## src/rtl/register_file_pkg.sv

```systemverilog
// Shared definitions for the register file: clear-sequencer state encoding and address sizing.
package register_file_pkg;

    typedef enum logic [1:0] {
        CLR_IDLE  = 2'd0,
        CLR_SWEEP = 2'd1,
        CLR_DONE  = 2'd2
    } clr_state_t;

    function automatic int clog2(input int n);
        int r;
        r = 0;
        while ((1 << r) < n) r = r + 1;
        return r;
    endfunction

endpackage

```

## src/rtl/register_file_clear_seq.sv

```systemverilog
// Clear sequencer: walks ptr over every entry, one per cycle, then pulses clr_done.
// Latency: DEPTH busy cycles after the accepting edge, then one DONE cycle.
// Backpressure: clr_req is only sampled in IDLE; requests in SWEEP/DONE are dropped.
module register_file_clear_seq
    import register_file_pkg::*;
#(
    parameter int  DEPTH = 8,
    localparam int AW    = clog2(DEPTH)
) (
    input  logic          CLK,
    input  logic          RST_N,
    input  logic          clr_req,
    output logic          busy,
    output logic          clr_done,
    output logic [AW-1:0] ptr
);

    localparam logic [AW-1:0] LAST = AW'(DEPTH - 1);

    clr_state_t    state, state_nxt;
    logic [AW-1:0] ptr_nxt;

    always_ff @(posedge CLK or negedge RST_N) begin
        if (!RST_N) begin
            state <= CLR_IDLE;
            ptr   <= '0;
        end else begin
            state <= state_nxt;
            ptr   <= ptr_nxt;
        end
    end

    always_comb begin
        state_nxt = state;
        ptr_nxt   = ptr;
        case (state)
            CLR_IDLE: begin
                if (clr_req) begin
                    state_nxt = CLR_SWEEP;
                    ptr_nxt   = '0;
                end
            end
            CLR_SWEEP: begin
                // Stop at the last real entry so odd DEPTH never walks off the end.
                if (ptr == LAST) begin
                    state_nxt = CLR_DONE;
                    ptr_nxt   = '0;
                end else begin
                    ptr_nxt = ptr + AW'(1);
                end
            end
            CLR_DONE: state_nxt = CLR_IDLE;
            default:  state_nxt = CLR_IDLE;
        endcase
    end

    assign busy     = (state == CLR_SWEEP);
    assign clr_done = (state == CLR_DONE);

endmodule

```

## src/rtl/register_file.sv

```systemverilog
// Multi-entry register bank: one write port, two combinational read ports, optional bypass, sequenced clear.
// Latency: writes land at the posedge; reads are combinational (same cycle with BYPASS=1).
// Backpressure: writes during a clear sweep or to out-of-range addresses are dropped and flagged on wr_drop.
module register_file
    import register_file_pkg::*;
#(
    parameter int  WIDTH  = 16,
    parameter int  DEPTH  = 8,
    parameter int  BYPASS = 0,
    localparam int AW     = clog2(DEPTH)
) (
    input  logic             CLK,
    input  logic             RST_N,
    input  logic [WIDTH-1:0] in,
    input  logic             load,
    input  logic [AW-1:0]    waddr,
    input  logic [AW-1:0]    raddr_a,
    input  logic [AW-1:0]    raddr_b,
    output logic [WIDTH-1:0] out_a,
    output logic [WIDTH-1:0] out_b,
    input  logic             clr_req,
    output logic             busy,
    output logic             clr_done,
    output logic             wr_drop
);

    // One extra bit keeps the range test meaningful when DEPTH is a power of 2.
    localparam logic [AW:0] DEPTH_W = (AW + 1)'(DEPTH);

    logic [WIDTH-1:0] mem [DEPTH];
    logic [AW-1:0]    clr_ptr;
    logic             accept;

    register_file_clear_seq #(.DEPTH(DEPTH)) u_clear_seq (
        .CLK      (CLK),
        .RST_N    (RST_N),
        .clr_req  (clr_req),
        .busy     (busy),
        .clr_done (clr_done),
        .ptr      (clr_ptr)
    );

    assign accept = load && !busy && ({1'b0, waddr} < DEPTH_W);

    always_ff @(posedge CLK or negedge RST_N) begin
        if (!RST_N) begin
            for (int i = 0; i < DEPTH; i++) mem[i] <= '0;
            wr_drop <= 1'b0;
        end else begin
            wr_drop <= load && !accept;
            if (busy)
                mem[clr_ptr] <= '0;
            else if (accept)
                mem[waddr] <= in;
        end
    end

    always_comb begin
        out_a = '0;
        out_b = '0;
        if ({1'b0, raddr_a} < DEPTH_W) out_a = mem[raddr_a];
        if ({1'b0, raddr_b} < DEPTH_W) out_b = mem[raddr_b];
        if (BYPASS != 0 && accept && waddr == raddr_a) out_a = in;
        if (BYPASS != 0 && accept && waddr == raddr_b) out_b = in;
    end

endmodule

```

## config.mk

```make
export PLATFORM = sky130hd
export DESIGN_NAME = register_file
export DESIGN_NICKNAME = d
export VERILOG_FILES = /design/src/rtl/register_file_pkg.sv /design/src/rtl/register_file_clear_seq.sv /design/src/rtl/register_file.sv
export SDC_FILE = /design/constraint.sdc
export NUM_CORES = 1
export LEC_CHECK = 0
export CAP_MARGIN = 25
export CORE_MARGIN = 3
export CORE_UTILIZATION = 62
export DETAILED_ROUTE_END_ITERATION = 10
export PLACE_DENSITY = 0.85
export SYNTH_ARGS = -nofsm -noshare
export SYNTH_HDL_FRONTEND = slang
export SYNTH_SLANG_ARGS = --single-unit
export TNS_END_PERCENT = 1
```

## constraint.sdc

```tcl
create_clock -name CLK -period 3.45 [get_ports CLK]
set_input_delay 0.69 -clock CLK [delete_from_list [all_inputs] [get_ports CLK]]
set_output_delay 0.69 -clock CLK [all_outputs]
set_load 0.02 [all_outputs]
```

# [Yosys cells after proc, flatten, opt, wreduce, memory -nomap -nowiden]
# Index checks and enable logic that the tools add are counted.
[op_classes] n_addsub=1 magnitude_cmp=6 eq_ne=5 muxes=19 bitwise=6 n_reduce_logical=11
[op_table] cell="128-bit two-way mux" n=2
[op_table] cell="128-bit bitwise AND" n=1
[op_table] cell="128-bit bitwise mux" n=1
[op_table] cell="128-bit inverter" n=1
[op_table] cell="16-bit binary-select mux with 3-bit select" n=2
[op_table] cell="16-bit demux with 3-bit select" n=2
[op_table] cell="16-bit two-way mux" n=6
[op_table] cell="4-bit >= comparator (second input constant)" n=4
[op_table] cell="3-bit inverter with 4-bit output" n=4
[op_table] cell="4-bit by 1-bit < comparator with 1-bit output (second input constant)" n=2
[op_table] cell="3-bit two-way mux" n=2
[op_table] cell="3-bit case mux with 2 select lines" n=1
[op_table] cell="1-bit logical AND" n=4
[op_table] cell="2-bit two-way mux" n=2
[op_table] cell="2-bit case mux with 2 select lines" n=1
[op_table] cell="2-bit AND reduction" n=2
[op_table] cell="2-bit nonzero test" n=2
[op_table] cell="3-bit by 1-bit adder with 3-bit output (second input constant)" n=1
[op_table] cell="3-bit equality test (second input constant)" n=1
[op_table] cell="2-bit by 1-bit equality test with 1-bit output (second input constant)" n=1
[op_table] cell="2-bit equality test (second input constant)" n=1
[op_table] cell="1-bit logical NOT" n=2
[op_table] cell="2-bit logical NOT" n=1
[op_table] cell="2-bit by 1-bit inequality test with 1-bit output (second input constant)" n=1
[op_table] cell="2-bit inequality test (second input constant)" n=1
[word_totals] ff_bits=134 inputBits=29 word_cells=59

# [Longest topological paths before layout]
# Gate-level depths: netlist (run 1).
[depth] depth_word=8 mapped_depth=6

# [Cells and area by module]
# Synthesis (run 1) repeated with hierarchy kept, for this count alone.
[unflattened] hier_cells=586 area_unflattened_um2=7817.5
[by_module_without_submodules] mod="register_file" instances=1 cells_each=568 area_per_inst_um2=7586.0 seq_area_each_um2=3228.1
[by_module_without_submodules] mod="register_file_clear_seq" instances=1 cells_each=18 area_per_inst_um2=231.5 seq_area_each_um2=125.1

# [Least setup slack after synthesis (run 1)]
# Ideal clock, no wire load.
[synth_timing] path_kind="input -> output" startpoint="input port raddr_a[0]" endpoint="output port out_a[10]" arrival_ns=1.964 setup_slack_ns=0.796 stages=4 path_buffers=2 path_cell_list="buf_2 > buf_2 > mux4_2 > mux2_2"
[synth_between] elab_chain_cells=4
[synth_lines] element="from (decl)" line="register_file.sv:17" source="input logic [AW-1:0] raddr_a,"
[synth_lines] element="3-bit inverter with 4-bit output (implied by the code)" line="register_file.sv:61" source="if ({1'b0, raddr_a} < DEPTH_W) out_a = mem[raddr_a];"
[synth_lines] element="16-bit binary-select mux with 3-bit select" line="register_file.sv:61"
[synth_lines] element="16-bit two-way mux (implied by the code) (2 in series)" line="register_file.sv:61"
[synth_lines] element="to (decl)" line="register_file.sv:19" source="output logic [WIDTH-1:0] out_a,"
# Every way passes these cells. The select of a mux whose other input is x is not followed.

# [Worst setup path in the final report (run 1)]
[layout_timing] startpoint="input port raddr_a[1]" endpoint="output port out_a[1]"
# Same word-level chain as after synthesis.

==> results of run 1 <==
cell type report:
class	instances	area [um2]	area share, %
repair buffers	93	931	11.0
clock inverters	13	206	2.45
clock buffers	18	429	5.09
multi-input cells	263	3330	39.5
flip-flops and latches	134	3350	39.7
well taps	140	175	2.08
inverters	3	13.8	0.163
state kept, by name, summed over array words and instances (netlist names):
| name | cells |
|---|---|
| mem | 128 |
| u_clear_seq.ptr | 3 |
| wr_drop | 1 |
| u_clear_seq.state | 2 |
cells by family after synthesis:
logic type	after synthesis	share of synthesized area, %
AO/OA/AOI/OAI	140	18.5
flip-flops	134	47.8
multiplexers	97	25.8
buffers and inverters	63	4.79
AND/OR/NAND/NOR	24	2.78
adder cells (fa/ha/maj)	2	0.356
power by group:
group          switching, mW  internal (mW)  leakage [nW]  total (mW)
combinational           1.08           1.32          1.64        2.40
clock                  0.666           1.28         0.306        1.94
sequential             0.496           2.12          1.83        2.62
total                   2.24           4.71          3.78        6.96
metal layers:
| metal | up-vias | GRT usage (%) | part of all wire [%] |
|---|---|---|---|
| li1 | 1992 | - | - |
| met1 | 2650 | 43.6 | 37 |
| met2 | 346 | 52.2 | 50 |
| met3 | 62 | 7.65 | 9.5 |
| met4 | 0 | 13.5 | 3.4 |
| met5 | - | 0 | 0 |
worst paths after layout:
path,from,end,depth (start not counted)
max,raddr_a[1],out_a[1],5
min,RST_N,mem[55],1
max reg2reg,u_clear_seq.state[1],mem[86],4
min reg2reg,mem[22],mem[22],1
max in group asynchronous,RST_N,mem[65],2
min in group CLK,mem[22],mem[22],1
through the flow:
step / hold slack, ps / instances / total power [mW] / util (%) / area, um2
detailed placement: 502 / 633 / 4.95 / 71.4 / 7800
global route: 381 / 664 / 7.25 / 77.2 / 8440
finish: 343 / 664 / 6.96 / 77.2 / 8440
floorplan: 394 / 460 / 4.09 / - / 7020
CTS: 378 / 664 / 6.95 / 77.2 / 8440
global placement: 494 / 633 / 4.84 / 71.4 / 7800
layout by cell type (no fill, tap or decap), drive strengths merged:
| master | netlist | layout |
|---|---|---|
| dfrtp | 134 | 134 |
| a22o | 130 | 130 |
| mux4 | 64 | 64 |
| clkdlybuf4s50 | 0 | 60 |
| buf | 52 | 33 |
| mux2 | 32 | 32 |
| clkbuf | 8 | 18 |
| a32oi | 8 | 8 |
| and3 | 7 | 7 |
| clkinv | 0 | 6 |
| bufinv | 0 | 5 |
| nor2b | 3 | 3 |
| and3b | 3 | 3 |
| nor2 | 3 | 3 |
| inv | 3 | 3 |
| and2 | 2 | 2 |
| nor3 | 2 | 2 |
| ha | 2 | 2 |
| clkinvlp | 0 | 2 |
| nor3b | 2 | 2 |
| nand2b | 1 | 1 |
| nand3 | 1 | 1 |
| mux2i | 1 | 1 |
| o21bai | 1 | 1 |
| a32o | 1 | 1 |
worst max-delay path, delay by kind of cell:
family / cells / cell delay (ps)
buf+inv: 3 / 1340
mux: 2 / 640
==> impl_metrics.tcl, run 1 <==
set metrics [dict create \
    synth-async-reset-ratio_pct 100 \
    postCtsHoldBufs 0 \
    clk_pin_slew_worst_paths_ps 60 \
    maxSlewHeadroom_pct 47.9 \
    synth-seq-cells 134 \
    syn_inst 460 \
    status "completed" \
    hp-class "in2async" \
    die_w_um 112 \
    drt_iter0_markers 501 \
    post_cts_resized 0 \
    vias 5050 \
    synth_cell_type_count 30 \
    grt_pass1_wl_mm 30.7 \
    rrSetupSlack_ps 1570 \
    initial_core_util_pct 64.2 \
    area_delta_synth_final_pct 20.2 \
    synth_edf_count 0 \
    drive_gt1_share_pct 33.2 \
    max_freq_mhz 295 \
    gp_congestion 0.825 \
    syn_area_um2 7020 \
    track_usage_pct 32.6 \
    start_kind "input port" \
    synth_area_per_cell_um2 15.3 \
    fin_ws_ps 57.4 \
    powerDensity_nw_per_um2 824 \
    io_buffers 63 \
    avgRoutedWirePerCell_um 29.1 \
    synth_fp_nets 491 \
    fin_crit_ps 3390 \
    rsz0062_at_grt "no" \
    core_area_um2 10900 \
    num-fill-cells 622 \
    pre_cts_ws_ps 86.0 \
    cts_buffers 17 \
    max_slew.worst_pin.slew_ps 781 \
    ant_nets 0 \
    grt_pass1_vias 5363 \
    cp_data_arrival_time_ps 2700 \
    root_buffer "clkbuf_16" \
    ys_warn_count 0 \
    p_leak_nw 3.78 \
    via_per_inst 7.61 \
    cp.required_ps 2760 \
    nets 543 \
    cts_tree "built" \
    synth_commonest_cells "dfrtp_1, a22o_1, mux4_2" \
    io_pins 64 \
    setup_viol 0 \
    path_cells "clkdlybuf4s50_1 > buf_12 > mux4_2 > mux2_2 > clkdlybuf4s50_1" \
    period_share_pct 98.3 \
    hpwl_mm 11.5 \
    setup_tns_ps 0 \
    cts_setup_buffers 0 \
    critPathMostFrequentCell "clkdlybuf4s50_1" \
    grt_overflow_total 0 \
    clockBufferDepth 2 \
    num_rows 38 \
    cpMaxStageDelayCell "clkdlybuf4s50_1" \
    ys_seq_area_share_pct 47.8 \
    antenna_found_initial 0 \
    drcViolationCount 0 \
    yosys.area.top_type_share_pct 47.8 \
    routed_wl_mm 19.3 \
    crit_type "in2out" \
    drtPass1Iterations 5 \
    h-tree-depth 4 \
    cp_max_fo 31 \
    yosysMostFrequentCell "dfrtp_1" \
    grt_max_degree 60 \
    clk_latency_ps 410 \
    synthTopCellsByArea "dfrtp_1, mux4_2, a22o_1, mux2_2, a32oi_2" \
    diodes 0 \
    ys.flop_type "dfrtp_1" \
    irDropWorstVdd_mv 0.606 \
    maxSlewViolCount 0 \
    skew_ps 5.22 \
    clock_sinks 134 \
    yosys.area.top_type "dfrtp_1" \
    hold_violations 0 \
    drv_cap 0 \
    die_h_um 112 \
    die_area_um2 12600 \
    end_kind "primary output" \
    critical-path-max-stage-delay_ps 550 \
]
Note: power is estimated with default switching activity, not from simulation.
==> inputs of run 2 (changes only) <==
--- a/config.mk
+++ b/config.mk
@@ -6,9 +6,10 @@
 export NUM_CORES = 1
 export LEC_CHECK = 0
 export CAP_MARGIN = 25
-export CORE_MARGIN = 3
+export CORE_MARGIN = 2
 export CORE_UTILIZATION = 62
 export DETAILED_ROUTE_END_ITERATION = 10
+export MAX_ROUTING_LAYER = met4
 export PLACE_DENSITY = 0.85
 export SYNTH_ARGS = -nofsm -noshare
 export SYNTH_HDL_FRONTEND = slang
==> impl_metrics.tcl, run 2 (synthesis results as in run 1) <==
set metrics [dict create \
    status "completed" \
    cp_max_fo 13 \
    postCtsHoldBufs 0 \
    drt_iter0_markers 503 \
    rr_worst_depth 4 \
    final_common_cell "dfrtp_1" \
    grt_max_degree 75 \
    placed_cell_area_um2 7820 \
    track_usage_pct 34.8 \
    drcViolationCount 0 \
    cts_tree "built" \
    post-route-util_pct 77.0 \
    crit_type "in2out" \
    pre_cts_ws_ps 51.3 \
    regArea_um2 3350 \
    setup_viol 0 \
    end_kind "primary output" \
    largest-register "mem" \
    drive_gt1_share_pct 33.0 \
    fin_crit_ps 3400 \
    drtPass1Iterations 4 \
    maxSlewHeadroom_pct 49.3 \
    final_cell_area_um2 8420 \
    num_rows 38 \
    routed_wl_mm 19.6 \
    clk_pin_slew_worst_paths_ps 60 \
    place_inst 630 \
    maxSlewViolCount 0 \
    drv_cap 0 \
    hpwl_mm 11.2 \
    vias 4974 \
    final_cells 662 \
    diodes 0 \
    powerDensity_nw_per_um2 814 \
    die_w_um 110 \
    start_kind "input port" \
    clockBufferDepth 2 \
    cp_data_arrival_time_ps 2710 \
    gp_congestion 0.803 \
    final_cell_mix "dfrtp_1, a22o_1, mux4_2" \
    via_per_inst 7.51 \
    nets 540 \
    grt_pass1_wl_mm 31.2 \
    grt_pass1_vias 5461 \
    core_area_um2 10900 \
    largestRegisters "mem (128), u_clear_seq.ptr (3), u_clear_seq.state (2)" \
    h-tree-depth 4 \
    io_buffers 63 \
    largest_register_ffs 128 \
    cts_setup_buffers 0 \
    io_pins 64 \
    hp-class "in2async" \
    rsz0062_at_grt "no" \
    hold-worst-slack_ps 160 \
    num-fill-cells 633 \
    max_freq_mhz 294 \
    antenna_found_initial 0 \
    hold_violations 0 \
    grt_overflow_total 0 \
    fin_ws_ps 50.0 \
    root_buffer "clkbuf_16" \
    irDropWorstVdd_mv 0.560 \
    p_leak_nw 3.75 \
    p_total_mw 6.86 \
    cp.required_ps 2760 \
    die_h_um 110 \
    initial_core_util_pct 64.2 \
    area_delta_synth_final_pct 20.0 \
    die_area_um2 12200 \
    clock_sinks 134 \
    period_share_pct 98.6 \
    clk_latency_ps 430 \
    multi_input_area_um2 3330 \
    max_slew.worst_pin.slew_ps 761 \
    skew_ps 7.18 \
    setup_tns_ps 0 \
    post_cts_resized 0 \
    cts_buffers 17 \
    ant_nets 0 \
    avgRoutedWirePerCell_um 29.6 \
]
run 2: layer usage:
metal  share of wire (%)  vias up  routed length, um  global-route usage, %
met3                  11       61               2140                   10.2
li1                    -     1983                  -                      -
met5                   0        -                  0                      -
met1                  36     2574               7100                   44.1
met4                 3.4        0                657                   14.7
met2                  49      356               9690                   53.1
run 2: path summary, 6_finish.rpt:
kind / start / to / slack [ps]
worst max-delay path: raddr_b[1] / out_b[5] / 50
worst min-delay path: RST_N / mem[10] / 160
worst max register to register: u_clear_seq.state[1] / mem[37] / 1540
worst min register to register: mem[26] / mem[26] / 520
max in group asynchronous: RST_N / mem[50] / 2450
min in group CLK: mem[26] / mem[26] / 520
run 2: power by group:
part / leakage (nW) / total, mW / internal [mW] / switching (mW)
Clock: 0.276 / 1.87 / 1.14 / 0.731
Combinational: 1.64 / 2.38 / 1.29 / 1.09
Sequential: 1.83 / 2.61 / 2.12 / 0.485
Total: 3.75 / 6.86 / 4.55 / 2.30
run 2: layout make-up:
cell class / count / share of cell area (%)
Clock inverter: 14 / 2.08
Tap cell: 140 / 2.08
Multi-Input combinational cell: 263 / 39.5
Inverter: 3 / 0.163
Timing Repair Buffer: 90 / 11.2
Clock buffer: 18 / 5.10
Sequential cell: 134 / 39.8
run 2: worst max-delay path, cell delays in order:
cell and delay [ps]:
clkdlybuf4s50_1 510, buf_12 170, buf_12 160, mux4_2 300
mux2_2 320, clkdlybuf4s50_1 550
